===== src/rtl/paddle_pkg.sv =====
// rtl/paddle_pkg.sv - shared defaults, colours and sequencer encoding for the paddle bank
package paddle_pkg;
  localparam int NUM_PADDLES_DEF = 2;
  localparam int PADDLE_LEN_DEF  = 21;
  localparam int X_W_DEF         = 8;
  localparam int Y_W_DEF         = 7;
  localparam int STEP_DEF        = 1;
  localparam int Y_TOP_MIN_DEF   = 31;
  localparam int Y_TOP_MAX_DEF   = 98;
  localparam int Y_INIT_DEF      = 75;

  localparam logic [2:0] COL_DRAW  = 3'b111;
  localparam logic [2:0] COL_ERASE = 3'b000;

  localparam logic [1:0] ST_IDLE   = 2'd0;
  localparam logic [1:0] ST_STREAM = 2'd1;
  localparam logic [1:0] ST_DONE   = 2'd2;
endpackage


===== src/rtl/paddle_axis.sv =====
// rtl/paddle_axis.sv - one paddle's saturating top-edge y register
module paddle_axis
  import paddle_pkg::*;
#(
  parameter int Y_W       = Y_W_DEF,
  parameter int STEP      = STEP_DEF,
  parameter int Y_TOP_MIN = Y_TOP_MIN_DEF,
  parameter int Y_TOP_MAX = Y_TOP_MAX_DEF,
  parameter int Y_INIT    = Y_INIT_DEF
) (
  input  logic           clk,
  input  logic           resetn,
  input  logic           tick_en,
  input  logic           inc,
  input  logic           dec,
  output logic [Y_W-1:0] y
);
  localparam logic [Y_W:0]   STEP_X = (Y_W+1)'(STEP);
  localparam logic [Y_W:0]   MIN_X  = (Y_W+1)'(Y_TOP_MIN);
  localparam logic [Y_W:0]   MAX_X  = (Y_W+1)'(Y_TOP_MAX);
  localparam logic [Y_W-1:0] INIT_V = Y_W'(Y_INIT);

  logic [Y_W:0] y_x;
  logic [Y_W:0] up_sum;
  logic [Y_W:0] up_sat;
  logic [Y_W:0] down_sat;

  // One spare bit keeps both directions free of wrap-around before clamping
  assign y_x      = {1'b0, y};
  assign up_sum   = y_x + STEP_X;
  assign up_sat   = (up_sum > MAX_X) ? MAX_X : up_sum;
  assign down_sat = (y_x < MIN_X + STEP_X) ? MIN_X : (y_x - STEP_X);

  always_ff @(posedge clk or negedge resetn) begin
    if (!resetn) begin
      y <= INIT_V;
    end else if (tick_en && (inc ^ dec)) begin
      y <= inc ? up_sat[Y_W-1:0] : down_sat[Y_W-1:0];
    end
  end
endmodule


===== src/rtl/paddle_bank.sv =====
// rtl/paddle_bank.sv - paddle position bank with single-pass pixel draw sequencer
module paddle_bank
  import paddle_pkg::*;
#(
  parameter int NUM_PADDLES = NUM_PADDLES_DEF,
  parameter int PADDLE_LEN  = PADDLE_LEN_DEF,
  parameter int X_W         = X_W_DEF,
  parameter int Y_W         = Y_W_DEF,
  parameter int STEP        = STEP_DEF,
  parameter int Y_TOP_MIN   = Y_TOP_MIN_DEF,
  parameter int Y_TOP_MAX   = Y_TOP_MAX_DEF,
  parameter int Y_INIT      = Y_INIT_DEF,
  parameter logic [NUM_PADDLES*X_W-1:0] X_LIST = {8'd155, 8'd5}
) (
  input  logic                       clk,
  input  logic                       resetn,
  input  logic                       tick,
  input  logic                       move_en,
  input  logic [NUM_PADDLES-1:0]     inc,
  input  logic [NUM_PADDLES-1:0]     dec,
  input  logic                       draw_start,
  input  logic                       erase,
  output logic [NUM_PADDLES*X_W-1:0] paddle_x,
  output logic [NUM_PADDLES*Y_W-1:0] paddle_y,
  output logic [X_W-1:0]             x_out,
  output logic [Y_W-1:0]             y_out,
  output logic [2:0]                 colour_out,
  output logic                       pixel_valid,
  output logic                       busy,
  output logic                       draw_done
);
  localparam int P_W = (NUM_PADDLES > 1) ? $clog2(NUM_PADDLES) : 1;
  localparam int R_W = $clog2(PADDLE_LEN + 1);

  logic                       tick_en;
  logic [1:0]                 state;
  logic [P_W-1:0]             p;
  logic [R_W-1:0]             r;
  logic [P_W-1:0]             np;
  logic [R_W-1:0]             nr;
  logic                       last_row;
  logic                       last_p;
  logic [NUM_PADDLES*Y_W-1:0] snap_y;

  assign tick_en  = tick & move_en;
  assign paddle_x = X_LIST;

  for (genvar gi = 0; gi < NUM_PADDLES; gi++) begin : g_axis
    paddle_axis #(
      .Y_W       (Y_W),
      .STEP      (STEP),
      .Y_TOP_MIN (Y_TOP_MIN),
      .Y_TOP_MAX (Y_TOP_MAX),
      .Y_INIT    (Y_INIT)
    ) u_axis (
      .clk     (clk),
      .resetn  (resetn),
      .tick_en (tick_en),
      .inc     (inc[gi]),
      .dec     (dec[gi]),
      .y       (paddle_y[gi*Y_W +: Y_W])
    );
  end

  assign last_row = (r == R_W'(PADDLE_LEN - 1));
  assign last_p   = (p == P_W'(NUM_PADDLES - 1));

  always_comb begin
    np = p;
    nr = r + 1'b1;
    if (last_row) begin
      np = p + 1'b1;
      nr = '0;
    end
  end

  // p/r name the pixel currently on x_out/y_out; outputs are registered one step ahead
  always_ff @(posedge clk or negedge resetn) begin
    if (!resetn) begin
      state       <= ST_IDLE;
      p           <= '0;
      r           <= '0;
      snap_y      <= '0;
      x_out       <= '0;
      y_out       <= '0;
      colour_out  <= '0;
      pixel_valid <= 1'b0;
      busy        <= 1'b0;
      draw_done   <= 1'b0;
    end else begin
      draw_done <= 1'b0;
      case (state)
        ST_IDLE: begin
          if (draw_start) begin
            state       <= ST_STREAM;
            snap_y      <= paddle_y;
            colour_out  <= erase ? COL_ERASE : COL_DRAW;
            p           <= '0;
            r           <= '0;
            x_out       <= X_LIST[X_W-1:0];
            y_out       <= paddle_y[Y_W-1:0];
            pixel_valid <= 1'b1;
            busy        <= 1'b1;
          end
        end
        ST_STREAM: begin
          if (last_row && last_p) begin
            state       <= ST_DONE;
            pixel_valid <= 1'b0;
            busy        <= 1'b0;
            draw_done   <= 1'b1;
          end else begin
            p     <= np;
            r     <= nr;
            x_out <= X_LIST[np*X_W +: X_W];
            y_out <= snap_y[np*Y_W +: Y_W] + Y_W'(nr);
          end
        end
        ST_DONE: state <= ST_IDLE;
        default: state <= ST_IDLE;
      endcase
    end
  end
endmodule


===== config.mk =====
export PLATFORM = sky130hd
export DESIGN_NAME = paddle_bank
export DESIGN_NICKNAME = d
export VERILOG_FILES = /design/src/rtl/paddle_pkg.sv /design/src/rtl/paddle_axis.sv /design/src/rtl/paddle_bank.sv
export SDC_FILE = /design/constraint.sdc
export NUM_CORES = 1
export LEC_CHECK = 0
export BUFFER_PORTS_ARGS = -buffer_cell sky130_fd_sc_hd__buf_2
export CAP_MARGIN = 15
export CORE_AREA = 2 2 83 85
export CTS_CLUSTER_DIAMETER = 150
export DETAILED_ROUTE_END_ITERATION = 8
export DIE_AREA = 0 0 85 87
export PLACE_DENSITY = 0.85
export SLEW_MARGIN = 20
export SYNTH_ARGS = -nofsm -noshare
export SYNTH_HDL_FRONTEND = slang
export SYNTH_HIERARCHICAL = 1
export SYNTH_SLANG_ARGS = --single-unit

===== constraint.sdc =====
create_clock -name clk -period 8.57 [get_ports clk]
set_input_delay 1.714 -clock clk [delete_from_list [all_inputs] [get_ports clk]]
set_output_delay 1.714 -clock clk [all_outputs]
set_load 0.05 [all_outputs]

==> flow_metrics.py, run 1 <==
metrics = {
    "status": {
        "status": "completed",
    },
    "routing": {
        "drt-vias-per-instance": 5.75,
        "routedWlPerCell_um": 15.1,
        "drt-initial-drc-count": 186,
        "totalWireLength_um": 7460,
        "vias": 2847,
        "drc": 0,
        "ant_nets": 0,
        "firstDrtPassIters": 4,
    },
    "placement": {
        "detailed_place_hpwl_um": 5400,
        "port_buffers": 42,
        "place_ws_ns": 5.18,
        "routabilityCongestion": 0.893,
    },
    "clocking": {
        "numCtsBuffers": 5,
        "clockRootBuffer": "clkbuf_8",
        "clockBufferDepth": 2,
        "cts.sinks": 48,
        "post_cts_buffers": 0,
        "cts_tree": "built",
        "htreeDepth": 2,
        "clkTransAtPathRegs_ns": 0.10,
        "clk_latency_ns": 0.31,
        "cts-resized-gates": 0,
        "ctsHoldBuffers": 0,
    },
    "logic_synthesis": {
        "postSynthCellCount": 396,
        "ys_warn_count": 6,
        "ys.flop_type": "dfrtp_1",
        "yosysUniqueCellTypes": 64,
        "syn-cell-area_sq_um": 3450,
        "synth_edf_count": 0,
        "synth_seq_area_share": 0.351,
        "synthArstFlopShare": 1.00,
        "ys_ff_latch": 48,
        "postSynthAreaPerCell_sq_um": 8.71,
    },
    "global_route": {
        "globalRouteOverflowTotal": 0,
        "grt_usage": 0.211,
        "antenna_found_initial": 0,
        "grt_max_degree": 49,
        "grt_pass1_wl_um": 12700,
        "grt_pass1_vias": 2600,
    },
    "timing": {
        "worst_pin_slew_ns": 0.802,
        "max_freq_ghz": 0.296,
        "finClkSkew_ns": 0.0143,
        "min_period_ns": 3.38,
        "layout_setup_ws_ns": 5.19,
        "tns_ns": 0,
        "slew_violations": 0,
        "fin_hold_ws_ns": 0.472,
        "period_share": 0.395,
        "setup_violations": 0,
        "grt_setup_unrepaired": "false",
        "relSlewSlack": 0.463,
        "final-hold-violation-count": 0,
    },
    "worst_setup_path": {
        "setup.worst_path.start_class": "register",
        "r2r_start": "r[0]",
        "worstPathMaxFanout": 9,
        "cp_num_buf_inv": 1,
        "critPathTopFamily": "adder cells",
        "cp_slowest_cell": "ha_1",
        "critPathCaptureType": "register",
        "slowest_delay_ns": 0.55,
        "path_cells": "inv_1, ha_1, and4b_1, ha_1, mux2_2, ha_1, fa_1, a211o_1, a21o_1, a31oi_1, o21ai_0",
        "crit_path_frequent_cell": "ha_1",
        "critPathKind": "reg -> reg",
        "worstPathArrival_ns": 3.55,
        "cp-startpoint": "r[0]",
        "worstPathRequired_ns": 8.74,
    },
    "hold_path": {
        "hp-start": "x_out[0]",
        "worst_hold_path_type": "reg -> reg",
    },
    "floorplan": {
        "start_util": 0.525,
        "die_h_um": 87,
        "placementRows": 30,
        "core_area_sq_um": 6570,
        "dieWidth_um": 85,
        "io_pins": 61,
        "dieArea_sq_um": 7400,
    },
    "final_layout": {
        "syn2layout_area_growth_pct": 3.70,
        "fin_nets": 439,
        "fin_util": 0.545,
        "antenna_cells": 0,
        "drive_gt1_frac": 0.195,
        "seq_area_sq_um": 1210,
        "n_fill_cell": 602,
        "multi_input_area_sq_um": 1890,
    },
    "flow_run": {
        "maxCapViolations": 0,
    },
}
layer usage:
metal,global-route usage,part of all wire,vias up
met1,0.285,0.43,1366
met2,0.346,0.50,92
met5,0,0,-
met4,0.0635,0.012,0
met3,0.0389,0.056,7
li1,-,-,1382
per-stage QoR:
stage / area (sq um) / std cells
final: 3580 / 495
after global routing: 3580 / 495
after CTS: 3580 / 495
after detailed placement: 3490 / 487
after global placement: 3490 / 487
after floorplan: 3510 / 412
cells in the final DEF (no fill, tap or decap), types with 4 or more instances in the layout:
master,Yosys,layout
a21oi_1,18,18
a22o_1,7,7
a31oi_1,4,4
a41oi_1,4,4
and2_1,7,7
and3_2,4,4
buf_2,15,41
clkbuf_8,0,5
conb_1,2,18
dfrtp_1,40,40
dfstp_2,8,8
ha_1,14,14
inv_1,19,19
mux2_2,5,5
mux2i_1,5,5
nand2_1,61,61
nand3_1,4,4
nand3b_1,4,4
nand4_1,8,8
nand4b_1,4,4
nor2_1,19,19
nor3_1,6,6
nor4_1,4,4
o21ai_0,33,33
o21bai_1,4,4
xnor2_1,6,6
xor2_1,4,4
flip-flops by register name, indices dropped and copies added, names as in the netlist:
name             count
state                2
colour_out           1
draw_done            1
snap_y              14
g_axis.u_axis/y     14
r                    5
y_out                7
x_out                3
busy                 1
kinds of logic (layout without fill, tap and decap cells):
family          count (synthesis)  in the layout  synth area share
fa+ha+maj                      15             15            0.0566
mux                            12             12            0.0384
simple gates                  147            147             0.226
xor+xnor                       10             10            0.0254
compound gates                 95             95             0.183
buf+inv                        67             70             0.117
other cells                     2             18           0.00218
flops                          48             48             0.351
layout make-up:
class	instances	area share
flip-flops and latches	48	0.338
repair buffers	42	0.0594
clock buffers	6	0.0203
well taps	80	0.0280
inverters	20	0.0210
clock inverters	2	0.00350
multi-input cells	297	0.529
cells in the mapped netlist (8+ instances only):
library cell  instances  share of area
a21oi_1              18          0.026
buf_2                15          0.022
buf_4                26          0.057
dfrtp_1              40           0.29
dfstp_2               8          0.061
ha_1                 14          0.051
inv_1                19          0.021
nand2_1              61          0.066
nand4_1               8          0.015
nor2_1               19          0.021
o21ai_0              33          0.048
worst paths after layout:
path                            depth (start not counted)                     to  slack [ns]
worst min-delay path                                    1               x_out[0]        0.47
worst max register to register                         11               y_out[4]        5.19
worst min register to register                          1               x_out[0]        0.47
worst max-delay path                                   11               y_out[4]        5.19
min in group asynchronous                               1              draw_done        1.39
max in group asynchronous                               1  g_axis[0].u_axis/y[2]        6.76
Power of run 1 is not shown: default switching activity piles up to over one toggle a cycle in this logic, so the estimate is an artifact.
==> run 2: changes to the inputs <==
Settings changed: CORE_AREA 2 2 83 85 to 2 2 86 88, DIE_AREA 0 0 85 87 to 0 0 88 90, PLACE_DENSITY 0.85 to 0.83.
Clock period 8.57 ns to 3.1 ns, I/O delays scaled along.
==> run 2 against run 1 <==
  * Count of clock-buffer cells in the layout up 1
  * Critical path depth unchanged
  * Clock skew down 0.0042 ns
  * Flip-flop and latch count unchanged
  * Critical endpoint unchanged
  * Highest routed layer unchanged
==> flow_metrics.py, run 2 (synthesis gave the netlist of run 1 again) <==
metrics = {
    "worst_setup_path": {
        "cp_num_buf_inv": 1,
        "worstPathArrival_ns": 3.15,
        "critPathCaptureType": "register",
        "slowest_delay_ns": 0.37,
        "crit_cells": 11,
        "critPathKind": "reg -> reg",
        "crit_path_frequent_cell": "ha_1",
        "worstPathMaxFanout": 3,
        "cp_slowest_cell": "fa_2",
        "setup.worst_path.start_class": "register",
        "worstPathRequired_ns": 3.27,
        "rr_worst_depth": 11,
        "critPathTopFamily": "adder cells",
        "path_cells": "inv_1, ha_1, and4b_1, ha_4, mux2_2, ha_1, fa_2, a211o_1, a21o_1, a31oi_1, o21ai_1",
    },
    "routing": {
        "drt-vias-per-instance": 5.57,
        "ant_nets": 0,
        "drt-initial-drc-count": 127,
        "totalWireLength_um": 7460,
        "firstDrtPassIters": 4,
        "routedWlPerCell_um": 14.3,
        "vias": 2901,
        "drc": 0,
    },
    "placement": {
        "place_ws_ns": 0.0581,
        "routabilityCongestion": 0.909,
        "port_buffers": 42,
        "detailed_place_hpwl_um": 5240,
    },
    "timing": {
        "tns_ns": 0,
        "setup_violations": 0,
        "max_freq_ghz": 0.336,
        "period_share": 0.960,
        "final-hold-violation-count": 0,
        "layout_setup_ws_ns": 0.125,
        "finClkSkew_ns": 0.0101,
        "worst_pin_slew_ns": 0.776,
        "relSlewSlack": 0.482,
        "slew_violations": 0,
        "min_period_ns": 2.98,
    },
    "floorplan": {
        "dieArea_sq_um": 7920,
        "start_util": 0.492,
        "die_h_um": 90,
        "dieWidth_um": 88,
        "io_pins": 61,
        "placementRows": 31,
        "core_area_sq_um": 7020,
    },
    "final_layout": {
        "n_fill_cell": 676,
        "fin_nets": 446,
        "syn2layout_area_growth_pct": 6.71,
        "layout_commonest_cell": "nand2_1",
        "antenna_cells": 0,
        "top_regs": "g_axis.u_axis/y: 14 flops, snap_y: 14 flops, y_out: 7 flops",
        "layout_common_cells": "nand2_1 (61), buf_2 (41), dfrtp_1 (40)",
        "drive_gt1_frac": 0.213,
    },
    "global_route": {
        "globalRouteOverflowTotal": 0,
        "antenna_found_initial": 0,
        "grt_pass1_vias": 2653,
        "grt_max_degree": 49,
        "grt_usage": 0.194,
        "grt_pass1_wl_um": 12600,
    },
    "clocking": {
        "clockRootBuffer": "clkbuf_8",
        "clk_latency_ns": 0.30,
        "cts_tree": "built",
        "cts.sinks": 48,
        "numCtsBuffers": 5,
        "htreeDepth": 2,
        "clkTransAtPathRegs_ns": 0.09,
        "clockBufferDepth": 2,
        "ctsHoldBuffers": 0,
    },
    "hold_path": {
        "worst_hold_path_type": "in -> async",
    },
    "flow_run": {
        "maxCapViolations": 0,
    },
    "status": {
        "status": "completed",
    },
}
## run 2: cell count changes in the layout (fill, tap and decap cells not counted), sizes merged
cell	before	now
clkinv	1	0
clkbuf	6	7
buf	42	49
## run 2: cell type report
cell class                      instances  area (sq um)  area share
Inverter                               20          75.1      0.0204
Clock buffer                            7          86.3      0.0234
Clock inverter                          1          7.51     0.00204
Timing Repair Buffer                   49           269      0.0731
Multi-Input combinational cell        297          1910       0.519
Sequential cell                        48          1210       0.329
Tap cell                               99           124      0.0336
## run 2: worst reg2reg max path, delay by kind of cell (launching register included)
family                   cells  cell delay, ns
AND/OR/NAND/NOR              1            0.25
multiplexers                 1            0.33
flip-flops                   1            0.36
adder cells (fa/ha/maj)      4            1.08
AO/OA/AOI/OAI                4            0.77
buffers and inverters        1            0.06
## run 2: worst paths after layout
check / start / end / slack (ns)
worst max-delay path: r[0] / y_out[4] / 0.12
min in group clk: snap_y[11] / snap_y[11] / 0.48
worst max register to register: r[0] / y_out[4] / 0.12
max in group asynchronous: resetn / snap_y[8] / 2.38
worst min-delay path: resetn / colour_out[1] / 0.31
worst min register to register: snap_y[11] / snap_y[11] / 0.48
## run 2: repair_timing
| action | 4_1_cts | 5_1_grt |
|---|---|---|
| buffers inserted | 0 | 2 |
| setup endpoints to repair | 0 | 3 |
| resized for setup | 0 | 4 |
## run 2: metal layers
layer,track usage,up-vias,wire length [um],share of wire
met1,0.268,1406,3380,0.45
met2,0.320,86,3660,0.49
met3,0.0294,9,335,0.045
met4,0.0385,0,80,0.011
met5,0,-,0,0
li1,-,1400,-,-
## run 2: through the flow
step                cell area (sq um)  hold slack (ns)  utilization  instances
floorplan                        3510            0.324            -        412
global placement                 3550            0.448        0.506        511
detailed placement               3550            0.460        0.506        511
CTS                              3650            0.485        0.519        519
global route                     3680            0.364        0.525        521
finish                           3680            0.313        0.525        521
Power of run 2 is left out for the same reason.
